## src/rtl/fetch_pc_ctrl.sv

```systemverilog
// Instruction-fetch PC controller: owns the word-addressed PC, runs the request/ready
// handshake to instruction memory, fills IF/ID and flushes younger stages on redirects.
module fetch_pc_ctrl #(
    parameter int                ADDR_W   = 32,
    parameter int                DATA_W   = 32,
    parameter logic [ADDR_W-1:0] RESET_PC = '0,
    parameter int                CNT_W    = 16
) (
    input  logic              clk,
    input  logic              rst,
    input  logic              stall,
    input  logic              branch_true,
    input  logic [ADDR_W-1:0] new_addr,
    output logic              im_req,
    output logic [ADDR_W-1:0] im_addr,
    input  logic              im_rdy,
    input  logic [DATA_W-1:0] im_data,
    output logic              if_valid,
    output logic [ADDR_W-1:0] if_pc,
    output logic [DATA_W-1:0] if_inst,
    output logic              flush,
    output logic [CNT_W-1:0]  redirect_cnt
);
    typedef enum logic [1:0] {BOOT, FETCH, WAIT} state_t;

    state_t            state, state_n;
    logic [ADDR_W-1:0] pc, pc_n, pend_addr, pend_addr_n, buf_pc, buf_pc_n, if_pc_n;
    logic [DATA_W-1:0] buf_inst, buf_inst_n, if_inst_n;
    logic              pend_v, pend_v_n, buf_v, buf_v_n, if_valid_n;
    logic [CNT_W-1:0]  cnt_n;

    // Outputs are forced low in the reset cycle, before state has been cleared.
    assign im_req  = !rst && ((state == FETCH && !stall && !buf_v) || state == WAIT);
    assign im_addr = pc;
    assign flush   = !rst && branch_true && (state != BOOT);

    always_comb begin
        state_n     = state;
        pc_n        = pc;
        pend_v_n    = pend_v;
        pend_addr_n = pend_addr;
        buf_v_n     = buf_v;
        buf_pc_n    = buf_pc;
        buf_inst_n  = buf_inst;
        if_valid_n  = if_valid;
        if_pc_n     = if_pc;
        if_inst_n   = if_inst;
        cnt_n       = redirect_cnt;
        case (state)
            BOOT: state_n = FETCH;
            FETCH: begin
                if (branch_true) begin
                    pc_n       = new_addr;
                    if_valid_n = 1'b0;
                    buf_v_n    = 1'b0;
                    cnt_n      = redirect_cnt + 1'b1;
                end else if (!stall) begin
                    if (buf_v) begin
                        if_valid_n = 1'b1;
                        if_pc_n    = buf_pc;
                        if_inst_n  = buf_inst;
                        buf_v_n    = 1'b0;
                    end else if (im_rdy) begin
                        if_valid_n = 1'b1;
                        if_pc_n    = pc;
                        if_inst_n  = im_data;
                        pc_n       = pc + 1'b1;
                    end else begin
                        if_valid_n = 1'b0;
                        state_n    = WAIT;
                    end
                end
            end
            WAIT: begin
                if (branch_true) begin
                    pend_v_n    = 1'b1;
                    pend_addr_n = new_addr;
                    if_valid_n  = 1'b0;
                    cnt_n       = redirect_cnt + 1'b1;
                end
                if (im_rdy) begin
                    state_n = FETCH;
                    // The outstanding word belongs to the old path whenever a redirect is known.
                    if (branch_true || pend_v) begin
                        pc_n       = branch_true ? new_addr : pend_addr;
                        pend_v_n   = 1'b0;
                        if_valid_n = 1'b0;
                    end else if (stall) begin
                        buf_v_n    = 1'b1;
                        buf_pc_n   = pc;
                        buf_inst_n = im_data;
                        pc_n       = pc + 1'b1;
                    end else begin
                        if_valid_n = 1'b1;
                        if_pc_n    = pc;
                        if_inst_n  = im_data;
                        pc_n       = pc + 1'b1;
                    end
                end else if (!stall) begin
                    if_valid_n = 1'b0;
                end
            end
            default: state_n = BOOT;
        endcase
    end

    always_ff @(posedge clk) begin
        if (rst) begin
            state        <= BOOT;
            pc           <= RESET_PC;
            pend_v       <= 1'b0;
            pend_addr    <= '0;
            buf_v        <= 1'b0;
            buf_pc       <= '0;
            buf_inst     <= '0;
            if_valid     <= 1'b0;
            if_pc        <= '0;
            if_inst      <= '0;
            redirect_cnt <= '0;
        end else begin
            state        <= state_n;
            pc           <= pc_n;
            pend_v       <= pend_v_n;
            pend_addr    <= pend_addr_n;
            buf_v        <= buf_v_n;
            buf_pc       <= buf_pc_n;
            buf_inst     <= buf_inst_n;
            if_valid     <= if_valid_n;
            if_pc        <= if_pc_n;
            if_inst      <= if_inst_n;
            redirect_cnt <= cnt_n;
        end
    end
endmodule

```

## config.mk

```make
export PLATFORM = sky130hd
export DESIGN_NAME = fetch_pc_ctrl
export DESIGN_NICKNAME = d
export VERILOG_FILES = /design/src/rtl/fetch_pc_ctrl.sv
export SDC_FILE = /design/constraint.sdc
export NUM_CORES = 1
export LEC_CHECK = 0
export CAP_MARGIN = 10
export CORE_MARGIN = 2
export CORE_UTILIZATION = 57
export DETAILED_ROUTE_END_ITERATION = 12
export GPL_TIMING_DRIVEN = 0
export PLACE_DENSITY = 0.93
export SLEW_MARGIN = 20
export SYNTH_ARGS = -nofsm -noshare
export SYNTH_HDL_FRONTEND = slang
export SYNTH_SLANG_ARGS = --single-unit
```

## constraint.sdc

```tcl
create_clock -name clk -period 5.7 [get_ports clk]
set_clock_uncertainty 0.1 [all_clocks]
set_input_delay 0.855 -clock clk [delete_from_list [all_inputs] [get_ports clk]]
set_output_delay 0.855 -clock clk [all_outputs]
set_load 0.02 [all_outputs]
```

==> After elaboration in Yosys (flattened, before gate mapping) <==
Index checks and enable logic that the tools add are counted.
{ "totals": {"output_inout_bits": 115, "reg_bits": 213} }
{ "classes": {"eq_ne": 14, "mux": 49, "n_reduce_logical": 21, "n_bitwise": 1, "n_addsub": 2} }
{ "op_table": {"columns": ["op", "n"], "rows": [
  ["$mux 32", 21],
  ["$pmux 32 s2", 3],
  ["$add 32x1->32 const B", 1],
  ["$mux 1", 17],
  ["$add 16x1->16 const B", 1],
  ["$ne 2x2->1 const B", 8],
  ["$reduce_and 5->1", 3],
  ["$ne 3x3->1 const B", 4],
  ["$mux 2", 5],
  ["$reduce_and 7->1", 1],
  ["$pmux 2 s3", 1],
  ["$logic_and 1x1->1", 5],
  ["$pmux 1 s2", 2],
  ["$reduce_and 2->1", 2],
  ["$reduce_and 4->1", 1],
  ["$reduce_bool 2->1", 2],
  ["$logic_not 1->1", 3],
  ["$eq 2x1->1 const B", 1],
  ["$eq 2x2->1 const B", 1],
  ["$logic_not 2->1", 1],
  ["$logic_or 1x1->1", 2],
  ["$reduce_or 2->1", 1],
  ["$not 1->1", 1]
]} }

==> Depth between registers and ports, before layout <==
Gate-level depths: netlist of the first run.
{ "depth": {"depth_word": 6, "depth_mapped": 9, "mapped_depth_nobuf": 7} }

==> Worst setup path after synthesis of the first run <==
OpenSTA, ideal clock, no wires.
{ "synth_path": {"path_type": "input -> output", "from": "in branch_true", "to": "out flush", "stages": 4, "path_slack_ps": 2655, "path_buffers": 3, "required_ps": 4745, "t_arrival_ps": 2090, "cell_sequence": "buf_2 -> clkbuf_1 -> clkbuf_1 -> nor3b_1"} }
{ "synth_via": {"elab_chain_len": 2} }
{ "synth_rtl": {"columns": ["element", "line", "rtl"], "rows": [
  ["start, declared", "12", "input logic branch_true,"],
  ["$logic_and 1x1->1 (2 in a row)", "35", "assign flush = !rst && branch_true && (state != BOOT);"],
  ["end, declared", "21", "output logic flush,"]
]} }
No other way between the ends.

==> Final worst setup path of the first run <==
Same ends and word-level chain as after synthesis.

==> results of run 1 <==
-- worst min-delay path: stages, from the launching register on --
cell and delay [ns]:
dfxtp_1 0.30, nand2_1 0.05, a21oi_1 0.05
-- synth_stat cells (7+ instances only) --
master    count  area (sq um)
nand2_1     247           927
xnor2_1       7          61.3
a22oi_1       8          60.1
nor2_1       98           368
a21oi_1     148           741
dfxtp_1     213          4260
inv_1        19          71.3
mux2i_1      67           671
nand2b_1     11          68.8
or3_1         7          43.8
nand3_1      29           145
buf_2        36           180
clkbuf_1     49           184
o21ai_0      34           170
nor3_1       18          90.1
a211oi_1     68           510
a31oi_1       7          43.8
and3_1        7          43.8
nand3b_1      7          52.6
buf_4         8          60.1
nor4_1        9          56.3
o21ai_1       9          45.0
-- kinds of logic (layout without fill, tap and decap cells) --
family | Yosys count | in the layout | share of synthesized area [%]
buffers and inverters | 124 | 343 | 6.04
AO/OA/AOI/OAI | 322 | 322 | 20.4
flip-flops | 213 | 213 | 43.4
XOR/XNOR | 11 | 11 | 0.980
AND/OR/NAND/NOR | 474 | 474 | 21.7
multiplexers | 67 | 67 | 6.82
adder cells (fa/ha/maj) | 5 | 5 | 0.636
-- path summary, 6_finish.rpt --
path                    start          end  slack (ns)
setup / recovery  branch_true        flush        1.05
hold / removal      buf_pc[5]    buf_pc[5]        0.35
setup reg to reg   im_addr[0]  im_addr[14]        2.78
hold reg to reg     buf_pc[5]    buf_pc[5]        0.35
-- layout make-up --
| cell class | instances | area (sq um) | share of cell area [%] |
|---|---|---|---|
| multi-input combinational | 879 | 4970 | 39.3 |
| sequential | 213 | 4260 | 33.7 |
| timing repair buffer | 181 | 1810 | 14.3 |
| clock buffer | 32 | 659 | 5.21 |
| buffer | 105 | 523 | 4.13 |
| tap | 225 | 282 | 2.22 |
| clock inverter | 6 | 80.1 | 0.632 |
| inverter | 19 | 71.3 | 0.563 |
-- registers in the layout, summed over array words and instances, names as in the netlist --
| signal | flops |
|---|---|
| im_addr | 32 |
| buf_inst | 32 |
| state | 2 |
| if_inst | 32 |
| redirect_cnt | 16 |
| buf_v | 1 |
| buf_pc | 32 |
| if_valid | 1 |
| if_pc | 32 |
| pend_addr | 32 |
| pend_v | 1 |
-- power breakdown --
group / leakage [nW] / internal, mW / switching [mW]
clock: 0.368 / 0.889 / 0.598
sequential: 1.73 / 1.59 / 0.0926
combinational: 2.60 / 0.380 / 0.507
-- metrics by stage --
step / instances / worst slack, ns / hold slack, ns / power [mW]
floorplan: 1216 / 2.66 / 0.332 / 2.18
global placement: 1622 / 1.16 / 0.338 / 2.56
detailed placement: 1622 / 1.16 / 0.343 / 2.58
CTS: 1660 / 1.13 / 0.353 / 4.04
global route: 1660 / 0.962 / 0.367 / 4.17
finish: 1660 / 1.05 / 0.352 / 4.06
-- layout by cell type (no fill, tap or decap), types with 5 or more instances in the layout --
| master | count |
|---|---|
| nand3_1 | 29 |
| clkdlybuf4s50_1 | 181 |
| inv_1 | 19 |
| clkbuf_1 | 53 |
| buf_4 | 8 |
| dfxtp_1 | 213 |
| and3_1 | 7 |
| buf_6 | 5 |
| nand2b_1 | 11 |
| or3_1 | 7 |
| nor3_1 | 18 |
| o32ai_1 | 6 |
| a31oi_1 | 7 |
| mux2i_1 | 67 |
| a22oi_1 | 8 |
| o21ai_1 | 9 |
| clkbuf_16 | 23 |
| nand2_1 | 247 |
| nor2b_1 | 5 |
| clkbuf_8 | 6 |
| ha_1 | 5 |
| nand4_1 | 6 |
| nor4_1 | 9 |
| o21ai_0 | 34 |
| buf_2 | 36 |
| nand3b_1 | 7 |
| a21oi_1 | 148 |
| nor2_1 | 98 |
| nor3b_1 | 6 |
| xnor2_1 | 7 |
| a41oi_1 | 6 |
| a211oi_1 | 68 |
-- layer usage --
metal	vias up	track usage (%)
li1	4680	-
met1	4766	41.7
met2	713	54.2
met3	135	6.06
met4	0	15.5
met5	-	0
==> metrics.md, run 1 <==
| Metric | Value |
|---|---|
| Std cell rows | `48` |
| CP Cell Sequence | `clkdlybuf4s50_1 > buf_2 > clkbuf_1 > clkbuf_1 > nor3b_1 > clkdlybuf4s50_1` |
| RSZ-0062 raised after global routing | `no` |
| CTS Buf Count | `22` |
| Wirelength per Cell | `18.9 microns` |
| Main flop type after synthesis | `dfxtp_1` |
| Syn_nets | `1290` |
| Worst-path maximum fanout | `10` |
| Top Metal Used | `met4` |
| Syn avg cell area | `8.09 sq um` |
| Vias per cell | `6.20` |
| Drt first pass iters | `6` |
| Drt drc | `0` |
| Longest Clk Path Bufs | `3` |
| Hold Path Stages | `2` |
| Setup Fix Bufs, Post-CTS | `0` |
| Clock-pin slew on the worst setup and hold paths | `0.06 ns` |
| DR iter-0 viols | `1210` |
| Root Driver | `clkbuf_16` |
| Post-Route WL | `31.3 mm` |
| VDD IR max | `0.000195 V` |
| Sequential cell area fraction in the yosys report | `43.4%` |
| Die extent in x | `135 microns` |
| Number of cells on the critical path | `6` |
| Global route total overflow | `0` |
| Max-Cap Viols | `0` |
| Vias | `10300` |
| Die Area | `18300 sq um` |
| Reg2Reg Depth | `6` |
| Initial antenna violation count | `0` |
| Final setup fails | `0` |
| Worst slew margin | `23.9%` |
| Pin count of the biggest net entering global routing | `14` |
| Final ANT Viol Nets | `0` |
| Yosys warnings | `0` |
| Cell area after layout | `12700 sq um` |
| CTS HTree Levels | `1` |
| Layout cell share with drive strength beyond 1 | `7.11%` |
| Hold_buf cts | `0` |
| Area Growth Syn to Fin | `28.8%` |
| Minimum clock period | `4.65 ns` |
| Yosys reg bits | `213` |
| Outcome | `completed` |
| Max Freq | `215 MHz` |
| Top Family by Delay on Critical Path | `buffers and inverters` |
| Core area | `17100 sq um` |
| Pwr per Cell Area | `321 nW/um^2` |
| GRT Util Overall | `32.8%` |
| Synth unique cells | `71` |
| Async set-reset flop share out of synthesis | `0%` |
| CP max stage delay | `0.68 ns` |
| First-pass GRT wire length | `48.4 mm` |
| Slew @ Worst Pin | `1.13 ns` |
| Met3 WL | `3.66 mm` |
| Hold Vio Cnt, Final | `0` |
| Critical path arrival | `3.70 ns` |
| Clk sinks | `213` |
| CTS tree | `yes` |
| Post-synth EDFFs | `0` |
| Antenna Cells | `0` |
| Fill count | `1241` |
| Nets | `1495` |
| Max Transition Viols Final | `0` |
| Post-DP HPWL | `22.1 mm` |
| Final period utilization | `81.6%` |
| Met1 Routed Length | `11.7 mm` |
| PortBufs | `181` |
| Mapped Area | `9830 sq um` |
| # IOs | `184` |
| Crit path buf inv count | `5` |
| Worst Hold Class | `reg -> reg` |
| CP max-delay cell | `clkdlybuf4s50_1` |
| Startpoint Class | `primary input` |
| Fin util | `74.3%` |
| TNS Setup | `0 ns` |
| Crit Path Category | `in -> out` |
| PostCTS Resize Cnt | `0` |
| Starting Density | `57.6%` |
| Chip Height | `135 microns` |
| RePlAce Congestion | `0.974` |
| Endpoint class of the critical path | `primary output` |
| Skew-Pair Late Insertion Delay | `0.51 ns` |
| Met2 WL | `14.6 mm` |
| Vias in the first global route | `9496` |
| Dpl cell area | `11900 sq um` |
| Leak Pwr | `4.70 nW` |
| Synth Instances | `1216` |
| Worst EP required | `4.74 ns` |
Note: power is estimated with default switching activity, not from simulation.
==> inputs of run 2 (changes only) <==
Settings changed: CORE_UTILIZATION 57 to 53, PLACE_DENSITY 0.93 to 0.88.
Clock period 5.7 ns to 4.3 ns, I/O delays scaled along.
==> run 2 against run 1 <==
Compared with the run above:
- die area is 7.3% higher
- clock power up 30%
- design area shrank 0.11%
- sequential share of layout area hardly changed
- non-clock buffer count decreased by 1
- highest routed layer unchanged
- via count fell by 2.6%
- first-iteration DRC count shrank 16%
==> metrics.md, run 2 (synthesis gave the netlist of run 1 again) <==
| Metric | Value |
|---|---|
| TNS Setup | `0 ns (unchanged)` |
| GRT Util Overall | `30.3% (-2.5 points)` |
| Critical path arrival | `3.37 ns (-0.33 ns)` |
| Initial antenna violation count | `0 (unchanged)` |
| DR iter-0 viols | `1016 (-16%)` |
| RePlAce Congestion | `0.957 (-1.8%)` |
| Core area | `18100 sq um (+6.0%)` |
| Most common cell after layout, fill and taps aside | `nand2_1` |
| Layout cell share with drive strength beyond 1 | `7.17% (+0.065 points)` |
| CTS HTree Levels | `1 (unchanged)` |
| Post-Route WL | `30.8 mm (-1.7%)` |
| VDD IR max | `0.000344 V (+76%)` |
| Drt first pass iters | `5 (-1)` |
| Hold_buf cts | `0 (unchanged)` |
| Root Driver | `clkbuf_16` |
| Chip Height | `140 microns (+3.6%)` |
| CTS tree | `yes` |
| Setup Fix Bufs, Post-CTS | `0 (unchanged)` |
| Clk sinks | `213 (unchanged)` |
| Drt drc | `0 (unchanged)` |
| Max-Cap Viols | `0 (unchanged)` |
| Hold Vio Cnt, Final | `0 (unchanged)` |
| Leak Pwr | `4.69 nW (-0.14%)` |
| CTS Buf Count | `23 (+4.5%)` |
| PostCTS Resize Cnt | `0 (unchanged)` |
| Worst-path maximum fanout | `10 (unchanged)` |
| Fin util | `69.9% (-4.3 points)` |
| Final ANT Viol Nets | `0 (unchanged)` |
| Longest Clk Path Bufs | `3 (unchanged)` |
| Final setup fails | `0 (unchanged)` |
| Minimum clock period | `4.12 ns` |
| Area Growth Syn to Fin | `28.7%` |
| Antenna Cells | `0 (unchanged)` |
| Clock-pin slew on the worst setup and hold paths | `0.06 ns (about the same)` |
| Outcome | `completed` |
| Max Transition Viols Final | `0 (unchanged)` |
| Worst slew margin | `29.1% (+5.2 points)` |
| PortBufs | `181 (unchanged)` |
| Vias | `10000 (-2.6%)` |
| Final WS setup | `0.182 ns (-0.868 ns)` |
| Flop-to-flop setup slack | `1.51 ns (-1.27 ns)` |
| Post-DP HPWL | `21.9 mm (-0.68%)` |
| Endpoint class of the critical path | `primary output` |
| Skew-Pair Late Insertion Delay | `0.52 ns (about the same)` |
| First-pass GRT wire length | `48.6 mm (+0.50%)` |
| Nets | `1495 (unchanged)` |
| Worst EP required | `3.56 ns (-1.18 ns)` |
| Starting Density | `54.4% (-3.3 points)` |
| Die Area | `19700 sq um (+7.3%)` |
| Std cell rows | `49 (+2.1%)` |
| Wirelength per Cell | `18.5 microns (-2.0%)` |
| Post-layout power | `5.33 mW (+31%)` |
| Max Freq | `243 MHz` |
| Pwr per Cell Area | `421 nW/um^2 (+31%)` |
| Final period utilization | `95.8%` |
| Vias in the first global route | `9336 (-1.7%)` |
| Vias per cell | `6.02 (-2.9%)` |
| RSZ-0062 raised after global routing | `no` |
| Pin count of the biggest net entering global routing | `14 (unchanged)` |
| Crit Path Category | `in -> out` |
| Die extent in x | `140 microns (+3.6%)` |
| Slew @ Worst Pin | `1.05 ns (-0.0772 ns)` |
| Global route total overflow | `0 (unchanged)` |
| Pre-CTS setup slack | `0.173 ns (-0.989 ns)` |
| Commonest non-fill, non-tap cells in the layout | `247 x nand2_1, 213 x dfxtp_1, 181 x clkdlybuf4s50_1` |
| # IOs | `184 (unchanged)` |
| Startpoint Class | `primary input` |
| Worst Hold Class | `reg -> reg` |
[run 2: cell types whose count changed in the layout (fill, tap and decap cells not counted), sizes merged]
cell,change
clkinv,+3
clkbuf,-2
bufinv,-1
inv,+1
[run 2: cell type report]
| cell class | count | area [sq um] |
|---|---|---|
| multi-input combinational | 879 | 4970 |
| inverter | 19 | 71.3 |
| fill | 1384 | 5440 |
| clock inverter | 9 | 88.8 |
| sequential | 213 | 4260 |
| tap | 229 | 287 |
| clock buffer | 31 | 636 |
| buffer | 104 | 519 |
| timing repair buffer | 181 | 1810 |
[run 2: metrics by stage]
stage          cell area, sq um  hold WS (ns)  std cells
2_1_floorplan              9830         0.332       1216
3_3_place_gp              11900         0.337       1626
3_5_place_dp              11900         0.345       1626
4_1_cts                   12700         0.352       1666
5_1_grt                   12700         0.368       1665
6_report                  12700         0.353       1665
[run 2: power by group]
part	leakage (nW)	internal, mW	switching, mW
Sequential	1.73	2.11	0.120
Combinational	2.60	0.503	0.659
Clock	0.362	1.10	0.828
Total	4.69	3.72	1.61
[run 2: layer usage]
layer,track usage (%),part of all wire (%),vias up
met5,0,0,-
met2,48.1,45,611
met3,5.40,11,113
met1,40.5,39,4623
li1,-,-,4682
met4,13.9,4.9,0
[run 2: path summary, 6_finish.rpt]
| path | cells after the start | startpoint | to |
|---|---|---|---|
| max | 6 | rst | im_req |
| min reg2reg | 2 | buf_inst[0] | buf_inst[0] |
| max reg2reg | 6 | im_addr[0] | im_addr[14] |
| min | 2 | buf_inst[0] | buf_inst[0] |
[run 2: worst max-delay path, stage by stage]
cell,delay [ns]
clkdlybuf4s50_1,0.51
clkbuf_1,0.49
clkbuf_1,0.51
buf_1,0.51
nor2_1,0.10
clkdlybuf4s50_1,0.58
